File: src/rtl/wb_master_param.sv
// Single-request Wishbone master bridging a simple valid/stall request port
// to N_SLAVE Wishbone slaves selected by an address field.
//
// Ports:
//   clk_i, rst_i        : clock, asynchronous active-high reset
//   vy_adres_i          : request address (slave select + bus address)
//   vy_veri_i           : request write data
//   vy_veri_maske_i     : byte mask (non-zero mask means write)
//   vy_sec_i            : request valid
//   vy_veri_o           : read data of the last completed request
//   vy_durdur_o         : stall, high while a request is being served
//   vy_hata_o           : error flag of the last completed request
//   adr_o, dat_o, sel_o : Wishbone address, write data, byte select
//   we_o, stb_o         : Wishbone write enable and strobe
//   cyc_o               : one cycle line per slave
//   ack_i, err_i        : per-slave acknowledge and error
//   dat_i               : per-slave read data, slave k at [32k+31:32k]

module wb_master_param #(
   parameter int N_SLAVE = 3,
   parameter int SEC_LSB = 16,
   parameter int SEC_W   = 2,
   parameter int ADR_W   = 8,
   parameter int TIMEOUT = 255
) (
   input  logic                    clk_i,
   input  logic                    rst_i,
   input  logic [31:0]             vy_adres_i,
   input  logic [31:0]             vy_veri_i,
   input  logic [3:0]              vy_veri_maske_i,
   input  logic                    vy_sec_i,
   output logic [31:0]             vy_veri_o,
   output logic                    vy_durdur_o,
   output logic                    vy_hata_o,
   output logic [ADR_W-1:0]        adr_o,
   output logic [31:0]             dat_o,
   output logic                    we_o,
   output logic                    stb_o,
   output logic [3:0]              sel_o,
   output logic [N_SLAVE-1:0]      cyc_o,
   input  logic [N_SLAVE-1:0]      ack_i,
   input  logic [N_SLAVE-1:0]      err_i,
   input  logic [32*N_SLAVE-1:0]   dat_i
);

   typedef enum logic [1:0] {
      S_IDLE,
      S_BUS,
      S_DONE
   } state_t;

   // At least one bit so TIMEOUT=0 still yields a legal counter.
   localparam int CNT_W = (TIMEOUT > 0) ? $clog2(TIMEOUT + 1) : 1;
   localparam logic [SEC_W:0] N_SLV = N_SLAVE[SEC_W:0];

   state_t             state_q, state_d;
   logic [ADR_W-1:0]   adr_q, adr_d;
   logic [31:0]        dat_q, dat_d;
   logic [3:0]         sel_q, sel_d;
   logic [SEC_W-1:0]   idx_q, idx_d;
   logic [CNT_W-1:0]   cnt_q, cnt_d;
   logic [31:0]        veri_q, veri_d;
   logic               hata_q, hata_d;

   logic [SEC_W-1:0]   req_idx;
   logic               req_mapped;
   logic               sel_ack;
   logic               sel_err;
   logic [31:0]        sel_dat;
   logic [CNT_W-1:0]   cnt_inc;
   logic               cnt_sat;
   logic               tmo_hit;
   logic               unused_ok;

   assign req_idx    = vy_adres_i[SEC_LSB +: SEC_W];
   assign req_mapped = ({1'b0, req_idx} < N_SLV);
   assign unused_ok  = ^vy_adres_i;

   // Only the slave that owns the transfer may end it.
   always_comb begin
      sel_ack = 1'b0;
      sel_err = 1'b0;
      sel_dat = '0;
      for (int k = 0; k < N_SLAVE; k++) begin
         if (idx_q == SEC_W'(k)) begin
            sel_ack = ack_i[k];
            sel_err = err_i[k];
            sel_dat = dat_i[32*k +: 32];
         end
      end
   end

   // Saturating counter; the hit test looks at the value after this
   // cycle so cyc drops on the same edge the count reaches TIMEOUT.
   assign cnt_inc = cnt_q + CNT_W'(1);
   assign cnt_sat = &cnt_q;
   assign tmo_hit = (TIMEOUT != 0) && !cnt_sat &&
                    (cnt_inc == CNT_W'(TIMEOUT));

   always_comb begin
      state_d = state_q;
      adr_d   = adr_q;
      dat_d   = dat_q;
      sel_d   = sel_q;
      idx_d   = idx_q;
      cnt_d   = cnt_q;
      veri_d  = veri_q;
      hata_d  = hata_q;
      unique case (state_q)
         S_IDLE: begin
            if (vy_sec_i) begin
               adr_d = vy_adres_i[ADR_W-1:0];
               dat_d = vy_veri_i;
               sel_d = vy_veri_maske_i;
               idx_d = req_idx;
               cnt_d = '0;
               if (req_mapped) begin
                  state_d = S_BUS;
               end else begin
                  state_d = S_DONE;
                  veri_d  = '0;
                  hata_d  = 1'b1;
               end
            end
         end
         S_BUS: begin
            if (!cnt_sat) begin
               cnt_d = cnt_inc;
            end
            if (sel_err) begin
               state_d = S_DONE;
               veri_d  = '0;
               hata_d  = 1'b1;
            end else if (sel_ack) begin
               state_d = S_DONE;
               veri_d  = sel_dat;
               hata_d  = 1'b0;
            end else if (tmo_hit) begin
               state_d = S_DONE;
               veri_d  = '0;
               hata_d  = 1'b1;
            end
         end
         S_DONE: begin
            state_d = S_IDLE;
         end
         default: begin
            state_d = S_IDLE;
         end
      endcase
   end

   always_ff @(posedge clk_i or posedge rst_i) begin
      if (rst_i) begin
         state_q <= S_IDLE;
         adr_q   <= '0;
         dat_q   <= '0;
         sel_q   <= '0;
         idx_q   <= '0;
         cnt_q   <= '0;
         veri_q  <= '0;
         hata_q  <= 1'b0;
      end else begin
         state_q <= state_d;
         adr_q   <= adr_d;
         dat_q   <= dat_d;
         sel_q   <= sel_d;
         idx_q   <= idx_d;
         cnt_q   <= cnt_d;
         veri_q  <= veri_d;
         hata_q  <= hata_d;
      end
   end

   always_comb begin
      cyc_o = '0;
      for (int k = 0; k < N_SLAVE; k++) begin
         cyc_o[k] = (state_q == S_BUS) && (idx_q == SEC_W'(k));
      end
   end

   assign stb_o       = (state_q == S_BUS);
   assign vy_durdur_o = ((state_q == S_IDLE) && vy_sec_i) ||
                        (state_q == S_BUS);
   assign adr_o       = adr_q;
   assign dat_o       = dat_q;
   assign sel_o       = sel_q;
   assign we_o        = |sel_q;
   assign vy_veri_o   = veri_q;
   assign vy_hata_o   = hata_q;

endmodule

File: config.mk
export PLATFORM = sky130hd
export DESIGN_NAME = wb_master_param
export DESIGN_NICKNAME = d
export VERILOG_FILES = /design/src/rtl/wb_master_param.sv
export SDC_FILE = /design/constraint.sdc
export NUM_CORES = 1
export LEC_CHECK = 0
export ABC_AREA = 1
export CELL_PAD_IN_SITES_DETAIL_PLACEMENT = 1
export CELL_PAD_IN_SITES_GLOBAL_PLACEMENT = 1
export CORE_ASPECT_RATIO = 2
export CORE_MARGIN = 2
export CORE_UTILIZATION = 28
export DETAILED_ROUTE_END_ITERATION = 12
export MAX_ROUTING_LAYER = met4
export PLACE_DENSITY = 0.9
export SLEW_MARGIN = 20
export SYNTH_ARGS = -nofsm -noshare
export SYNTH_HDL_FRONTEND = slang
export SYNTH_SLANG_ARGS = --single-unit
File: constraint.sdc
create_clock -name clk_i -period 7.65 [get_ports clk_i]
set_input_delay 1.1475 -clock clk_i [delete_from_list [all_inputs] [get_ports clk_i]]
set_output_delay 1.1475 -clock clk_i [all_outputs]
set_load 0.01 [all_outputs]
# After elaboration in Yosys (flattened, before gate mapping)
# Index checks and enable logic that the tools add are counted.
# classes
n_addsub,1
eq_ne,8
reduce_logical,16
order_cmp,1
muxes,30
# ops
operator,count
2-to-1 mux 32 bit,8
one-hot mux 32 bit (2 select lines),1
2-to-1 mux 8 bit,2
one-hot mux 8 bit (2 select lines),1
2-to-1 mux 1 bit,11
2-to-1 mux 2 bit,5
"adder 8 x 1 -> 8 bit, second input constant",1
"== test 8 bit, second input constant",1
AND reduction 8 bit,1
"!= test 2 bit, second input constant",3
logical AND 1 bit,5
"== test 2 x 1 -> 1 bit, second input constant",2
logical NOT 2 bit,2
"!= test 4 x 1 -> 1 bit, second input constant",1
one-hot mux 2 bit (2 select lines),1
AND reduction 2 bit,2
AND reduction 4 bit,1
OR reduction 4 bit,1
AND reduction 3 bit,1
"== test 2 bit, second input constant",1
"< comparator 2 bit, second input constant",1
one-hot mux 1 bit (2 select lines),1
nonzero test 2 bit,1
logical NOT 1 bit,1
logical OR 1 bit,1
# word_totals
output_inout_bits,83
register_bits,89
input_bits,173

# Logic depth before layout (Yosys ltp)
# Gate-level depths: netlist of the first run.
# logic_depth
ltp_word,7
depth_mapped,14
mapped_depth_nobuf,13

# Least setup slack after synthesis of the first run
# No wires, ideal clock.
# synth_timing
path_kind,input to output
from,input port vy_sec_i
to,output port vy_durdur_o
stages,3
path_slack_ps,4796
t_arrival_ps,1707
cell_sequence,nand2_1 > buf_1 > nand2_1
# synth_via
elab_chain_len,2
# synth_lines
item,line,text
start: declaration,31,"input logic vy_sec_i,"
logical AND 1 bit,183,assign vy_durdur_o = ((state_q == S_IDLE) && vy_sec_i) ||
logical OR 1 bit,183,
end: declaration,33,"output logic vy_durdur_o,"
# No other way between the ends.

# Worst setup path in the final report of the first run
# Same ends and word-level chain as after synthesis.

==> results of run 1 <==
flip-flops by register name, indices dropped and copies added, names as in the netlist:
| signal | flops |
|---|---|
| vy_hata_o | 1 |
| adr_o | 8 |
| cnt_q | 8 |
| dat_o | 32 |
| idx_q | 2 |
| state_q | 2 |
| sel_o | 4 |
| vy_veri_o | 32 |
layout make-up:
type	instances	area, µm²
well taps	195	244
fillers	1710	7670
clock buffers	12	246
multi-input cells	349	1770
clock inverters	4	52.6
repair buffers	238	2370
inverters	20	76.3
flip-flops and latches	89	2230
critical path, stage by stage:
cell,delay [ns]
sky130_fd_sc_hd__clkdlybuf4s50_1,0.50
sky130_fd_sc_hd__nand2_2,0.07
sky130_fd_sc_hd__nand2_1,0.07
sky130_fd_sc_hd__clkdlybuf4s50_1,0.55
kinds of logic after synthesis:
| group | after synthesis |
|---|---|
| and+or+nand+nor | 288 |
| DFF | 89 |
| muxes | 44 |
| buffers and inverters | 40 |
| AOI/OAI and AO/OA | 14 |
| adders and majority gates | 2 |
| xor gates and xnor gates | 1 |
layer usage:
| metal | part of all wire | wire, µm |
|---|---|---|
| met1 | 0.40 | 6020 |
| met2 | 0.49 | 7340 |
| met3 | 0.083 | 1240 |
| met4 | 0.026 | 391 |
| met5 | 0 | 0 |
synth_stat cells (2+ instances only):
library cell,instances
sky130_fd_sc_hd__mux2_2,44
sky130_fd_sc_hd__nand3_1,43
sky130_fd_sc_hd__ha_1,2
sky130_fd_sc_hd__inv_2,2
sky130_fd_sc_hd__a21oi_1,3
sky130_fd_sc_hd__nor2_1,10
sky130_fd_sc_hd__o21ai_0,3
sky130_fd_sc_hd__nor2_2,3
sky130_fd_sc_hd__buf_2,10
sky130_fd_sc_hd__nand2_1,225
sky130_fd_sc_hd__o22ai_1,4
sky130_fd_sc_hd__clkbuf_1,9
sky130_fd_sc_hd__nor3_1,4
sky130_fd_sc_hd__dfrtp_1,89
sky130_fd_sc_hd__inv_1,18
sky130_fd_sc_hd__o21ai_1,4
worst paths after layout:
path	start	to	depth (start not counted)
min in group asynchronous	rst_i	dat_o[28]$_DFFE_PP0P_	3
max reg2reg	idx_q[0]$_DFFE_PP0P_	vy_veri_o[14]$_DFFE_PP0P_	10
max in group asynchronous	rst_i	vy_veri_o[25]$_DFFE_PP0P_	3
min	vy_veri_o[5]$_DFFE_PP0P_	vy_veri_o[5]$_DFFE_PP0P_	2
min reg2reg	vy_veri_o[5]$_DFFE_PP0P_	vy_veri_o[5]$_DFFE_PP0P_	2
max	vy_sec_i	vy_durdur_o	4
through the flow:
stage / util / cell area (µm²) / std cells / power [mW] / hold slack [ns]
finish: 0.477 / 6990 / 907 / 2.50 / 0.471
detailed placement: 0.456 / 6690 / 891 / 2.09 / 0.462
global route: 0.477 / 6990 / 907 / 2.67 / 0.508
global placement: 0.456 / 6690 / 891 / 2.02 / 0.454
floorplan: - / 4150 / 478 / 1.38 / 0.508
CTS: 0.477 / 6990 / 907 / 2.54 / 0.477
where the power goes:
group / internal, mW / total (mW) / switching [mW]
registers: 0.683 / 0.819 / 0.136
clock network: 0.263 / 0.440 / 0.178
logic: 0.641 / 1.24 / 0.598
total: 1.59 / 2.50 / 0.912
==> results.md, run 1 <==
Run status:
- The run finished with clean final reports.

CTS:
- The tree is rooted in a sky130_fd_sc_hd__clkbuf_16.
- The number of setup buffers added after CTS is 0.
- In this run, CTS created clock tree buffers numbering 9.
- The clock reaches the later pin of the worst-skew pair after ~0.34 ns.
- The post-CTS clock slew at the launch and capture registers of the worst setup and hold paths is 0.06 ns.
- The H-tree generated during clock tree synthesis spans 3 levels.
- The buffer depth of the longest clock path is 2.
- The clock tree from TritonCTS is built.
- The clock net in this run drives a total of 89 sinks.
- The count of cells resized by post-cts repair is 0.
- Hold repair after CTS inserted 0 buffers.

Synth:
- The fraction of the mapped netlist area in compound gates came to 0.0181.
- Of the total synthesized cell area, the portion taken by full adders, half adders and majority gates is 0.00602.
- When the netlist entered floorplanning its net count stood at 653.
- During synthesis, Yosys emitted a total of 0 warnings.
- The number of flip-flops and latches in the synthesized netlist is 89.
- The mean area per synthesized cell is 8.69 µm².
- Of the total synthesized cell area, the portion taken by AND, OR, NAND and NOR gates is 0.279.
- The count of mapped cells out of synthesis is around 480.
- After synthesis, the cell types taking the most area are sky130_fd_sc_hd__dfrtp_1 54%, sky130_fd_sc_hd__nand2_1 20%, sky130_fd_sc_hd__mux2_2 12%.
- For this run, the register share of the synthesized area comes to 0.536.
- The number of synthesized flops with an enable pin is 0.
- Of the total synthesized cell area, the portion taken by XOR and XNOR cells is 0.00211.
- After synthesis the cells add up to 4150 µm².
- Summed over all instances, the cell type with the most area after synthesis is sky130_fd_sc_hd__dfrtp_1.
- The dominant register cell in the synthesized netlist is sky130_fd_sc_hd__dfrtp_1.
- The portion of synthesized area spent on multiplexers is 0.119.
- The post-synthesis cell type count is 21.
- The share of synthesized area in the top cell type comes to 0.536.
- The share of flip-flops with an asynchronous set or reset after synthesis is 1.00.
- The combinational family with the most area after synthesis is simple AND/OR/NAND/NOR gates.

Route:
- The first detailed-routing pass took 4 iterations.
- The routed length per instance is 16.5 µm.
- The number of DRC markers in iteration 0 is 99.
- The routed via count divided by cell count is 4.64.
- Wires add up to 15000 µm.
- The DRC violation count after routing is 0.
- The number of antenna-violating nets in the routed design is 0.
- The vias after detailed routing is around 4200.

Placement:
- The final estimated routing congestion in global placement is ~0.9.
- Prior to clock tree synthesis, the placed netlist has a worst setup slack of 4.16 ns.
- In this run the tool buffered the top-level ports with 233 buffer cells.
- The final HPWL from detailed placement is 11800 µm.

Floorplanning:
- The boundary pin count is 256.
- The area of the die is 15900 µm².
- The initial utilization of the core area, before any placement, comes to 0.283.
- The overall die height is between 150 and 200 µm.
- The die outline width is 90.1 µm.
- The count of standard-cell rows is 63.
- The standard cell core area is between 10000 and 15000 µm².

GRT:
- Entering global routing, the biggest net connects 90 pins.
- The global-route usage over all layers is 0.199.
- The number of global-route vias before repair is 4511.
- The global-route layer with the greatest usage is met2.
- The initial antenna violation count is 0.
- The met3 track demand over resource is 0.0555.
- The remaining global-route overflow is 0.
- The wire length of the first global-routing pass is between 20000 and 25000 µm.
- In the global route stage, met2 resource usage came out at 0.335.
- The global-route track usage on met1 is 0.224.

Timing:
- At the pin with the least slew margin, the transition time is 0.980 ns.
- Between clock sinks in the finished design, the worst skew comes to 0.00668 ns.
- The final critical-path required period is 3.49 ns.
- Setup total negative slack on the finished layout was measured at 0 ns.
- In this run the tightest slew margin relative to its limit is 0.343.
- Setup violations remaining at the end of the flow were counted as 0.
- The max-slew violation count came to 0.
- Static timing analysis puts the maximum clock frequency at 286 MHz.
- In the finished design, the share of the clock period the worst path needs comes to 0.457.
- The final worst slack is 4.16 ns.
- Setup repair after global routing left no endpoint under its margin.
- The hold violation total from the final report is 0.

Critical path:
- The data required time at the worst endpoint is 6.50 ns.
- The startpoint-to-endpoint class of the critical path is in2out.
- STA classifies the critical path endpoint as a primary output.
- The worst setup path is launched from a primary input.
- Of all nets on the critical path, the largest fanout is 2.
- The endpoint arrival time on the critical path is roughly 2.4 ns.
- The register-to-register setup slack is 5.02 ns.

Final layout:
- The most common cell after layout, fill and taps aside is sky130_fd_sc_hd__clkdlybuf4s50_1.
- The relative area change from synthesis to final layout is 68.3%.
- The fraction of final layout cells sized beyond drive strength 1 is 0.101.
- The net total in the final layout is 882.
- The antenna cell count is 0.
- The top cell types in the final layout, fill and taps aside, are 233 x sky130_fd_sc_hd__clkdlybuf4s50_1, 224 x sky130_fd_sc_hd__nand2_1, 89 x sky130_fd_sc_hd__dfrtp_1.

Power and ir drop:
- The power density relative to cell area is 357 nW/µm².
- In this run the static leakage power is 3.13 nW.
- Across the VDD grid, the largest voltage drop is 0.144 mV.

Hold path:
- The path class of the tightest hold or removal check is reg2reg.

Job:
- The count of maximum capacitance violations is 0.
Power figures use the tool's default switching activity.
==> run 2, diff against run 1 <==
--- a/config.mk
+++ b/config.mk
@@ -10,10 +10,10 @@
 export CELL_PAD_IN_SITES_GLOBAL_PLACEMENT = 1
 export CORE_ASPECT_RATIO = 2
 export CORE_MARGIN = 2
-export CORE_UTILIZATION = 28
+export CORE_UTILIZATION = 23
 export DETAILED_ROUTE_END_ITERATION = 12
 export MAX_ROUTING_LAYER = met4
-export PLACE_DENSITY = 0.9
+export PLACE_DENSITY = 0.79
 export SLEW_MARGIN = 20
 export SYNTH_ARGS = -nofsm -noshare
 export SYNTH_HDL_FRONTEND = slang
==> constraint.sdc (replaced) <==
create_clock -name clk_i -period 3.1 [get_ports clk_i]
set_input_delay 0.465 -clock clk_i [delete_from_list [all_inputs] [get_ports clk_i]]
set_output_delay 0.465 -clock clk_i [all_outputs]
set_load 0.01 [all_outputs]
==> run 2 against run 1 <==
- sequential power rose by 140%
- highest routed layer unchanged
- global-route usage shrank 3.8 points
- via count fell by 1.7%
- critical path type is now reg2out
- cell count increased by 2.3%
- critical endpoint is now cyc_o[2]
- sequential share of layout area shrank 0.17 points
- hold slack lost 0.00088 ns
==> results.md, run 2 (synthesized netlist as in run 1, its figures left out) <==
Run status:
- The run finished with clean final reports.

Timing:
- The final worst clock skew is around 0.0063 ns.
- Dividing the final minimum period by the clock period gives 0.810.
- The worst-margin pin slew is around 0.55 ns.
- The final critical-path required period is between 2 and 3 ns.
- In this run the tightest slew margin relative to its limit is 0.635.
- The final setup TNS is 0 ns.
- The max-slew violation count is 0.
- Setup repair after global routing left no endpoint under its margin.
- The number of setup violations in the final report is 0.
- Derived from the worst setup path, the maximum achievable clock frequency is 398 MHz.
- The final worst hold slack is 0.471 ns.
- The hold violation total from the final report is 0.

CTS:
- The number of buffers inserted by hold repair at cts is 0.
- CTS built an H-tree with a depth of 3.
- In this run, post-CTS repair resized a total of 0 instances.
- The CTS buffer count is 9.
- Counting every sink on the clock net gives around 90.
- The clock reaches the later pin of the worst-skew pair after between 0.3 and 0.4 ns.
- The clock passes through at most 2 buffers.
- TritonCTS built the clock tree.
- Post-CTS timing repair inserted 0 buffers for setup.
- The buffer type at the clock tree root is sky130_fd_sc_hd__clkbuf_16.
- After clock tree synthesis, the clock-pin slew on the worst setup and hold paths is around 0.070 ns.

Placement:
- The final estimated routing congestion in global placement is 0.758.
- Once detailed placement completed, the half-perimeter wirelength came to 11400 µm.
- The total cell area at the placement stage is 6750 µm².
- The number of buffer cells added on primary ports is 233.

Critical path:
- STA classifies the critical path startpoint as a flip-flop.
- Data arrives at the worst endpoint at 2.05 ns.
- The endpoint kind of the worst setup timing path is a primary output.
- The critical path in this run is classified as reg2out.
- Of all nets on the critical path, the largest fanout is 7.
- The data required time at the worst endpoint is 2.63 ns.

Job:
- The count of maximum capacitance violations is 0.

GRT:
- The wire length of the first global-routing pass is about 23000 µm.
- The global-route usage over all layers is 0.161.
- The number of global-route vias before repair came to 4471.
- The largest net degree at the start of global routing is 50.
- The initial antenna violation count is 0.
- For this run the aggregate overflow at the end of global routing stands at 0.

Route:
- The number of antenna-violating nets in the routed design is 0.
- For this block, the routed nets add up to 14700 µm of wire.
- In the final routed layout, each cell accounts on average for 15.9 µm.
- The number of DRC markers in iteration 0 is 63.
- The first-pass detailed-route iteration total is 4.
- The routed via count divided by cell count is 4.46.
- The DRC violation count after routing is 0.
- Across all layers, the routed design uses 4136 vias.

Floorplanning:
- For this configuration, the core starts out at a cell density of 0.235.
- In this run the vertical extent of the chip is slightly below 200 µm.
- In this run the standard cell core region covers 17700 µm².
- The die outline width is 99.0 µm.
- The area of the die is between 15000 and 20000 µm².
- In this run the core area contains 69 standard-cell rows.
- The boundary pin count is 256.

Final layout:
- For this run, the post-layout net count is 885.
- The final instance area is 7030 µm².
- The repair_antennas step left the layout with diodes totalling 0.
- Leaving out fill and tap cells, the most frequent cells in the layout are 233 x sky130_fd_sc_hd__clkdlybuf4s50_1, 224 x sky130_fd_sc_hd__nand2_1, 89 x sky130_fd_sc_hd__dfrtp_1.
- The relative area change from synthesis to final layout is 69.2%.
- The library cell used most frequently in the layout, excluding fill and tap cells, is sky130_fd_sc_hd__clkdlybuf4s50_1.
- In the final layout, the share of cells above drive strength 1 is 0.106.

Power and ir drop:
- The combinational group share of total power is 0.501.
- The share of total power dissipated in the clock network is 0.175.
- The maximum ir drop on the vdd rail is 0.269 mV.
- Power comes to roughly 6 mW.
- Dividing total power by cell area gives a power density of 866 nW/µm².
- The switching part of the total power is 0.367.
- The analysis attributes to cell leakage a power of 3.14 nW.
- Cell internal power was estimated by the tool at roughly 3.9 mW.
- In this run the power spent charging and discharging nets is around 2.2 mW.
- The sequential fraction of design power is 0.324.

Hold path:
- The class of the most critical hold timing path is reg2reg.
[run 2: cell types whose count changed in the layout (fill, tap and decap cells not counted), sizes merged]
| cell | change |
|---|---|
| buf | +3 |
| inv | +3 |
| clkinv | -2 |
| bufinv | -1 |
| clkbuf | -1 |
| clkinvlp | +1 |
[run 2: critical path, cell delays in order, from the launching register on]
cell and delay, ns:
sky130_fd_sc_hd__dfrtp_1 0.40, sky130_fd_sc_hd__nor2_2 0.31, sky130_fd_sc_hd__inv_1 0.22, sky130_fd_sc_hd__nor3_1 0.20
sky130_fd_sc_hd__clkdlybuf4s50_1 0.57
[run 2: final timing paths]
check / start / to / slack (ns) / depth (start not counted)
setup / recovery: state_q[1]$_DFFE_PP0P_ / cyc_o[2] / 0.59 / 4
hold / removal: vy_veri_o[29]$_DFFE_PP0P_ / vy_veri_o[29]$_DFFE_PP0P_ / 0.47 / 2
setup reg to reg: cnt_q[1]$_DFFE_PP0P_ / vy_veri_o[12]$_DFFE_PP0P_ / 1.05 / 14
hold reg to reg: vy_veri_o[29]$_DFFE_PP0P_ / vy_veri_o[29]$_DFFE_PP0P_ / 0.47 / 2
max in group asynchronous: rst_i / idx_q[1]$_DFFE_PP0P_ / 1.89 / 3
min in group asynchronous: rst_i / dat_o[25]$_DFFE_PP0P_ / 0.53 / 2
[run 2: metrics by stage]
step	util	std cells	setup slack, ns
after floorplan	-	478	0.328
after global placement	0.381	912	0.864
after detailed placement	0.381	912	0.858
after CTS	0.397	928	0.522
after global routing	0.397	928	0.433
final	0.397	928	0.588
[run 2: cell type report]
cell class / instances / area [µm²]
fillers: 2082 / 10700
repair buffers: 241 / 2400
flip-flops and latches: 89 / 2230
multi-input cells: 349 / 1770
well taps: 213 / 267
clock buffers: 11 / 243
inverters: 20 / 77.6
clock inverters: 5 / 38.8
[run 2: routing by layer]
metal,vias up,share of wire,track usage
met4,0,0.026,0.0624
met2,144,0.59,0.309
met1,1981,0.35,0.155
met5,-,0,-
met3,25,0.039,0.0281
li1,1986,-,-
[run 2: power groups by stage]
stage                     Clock [mW]  Sequential, mW  Combinational (mW)
after global placement             0            1.97                3.07
after floorplan                    0            2.20                1.20
after detailed placement           0            2.00                3.12
final                           1.06            1.97                3.05
after global routing            1.16            2.05                3.32
after CTS                       1.11            1.98                3.13
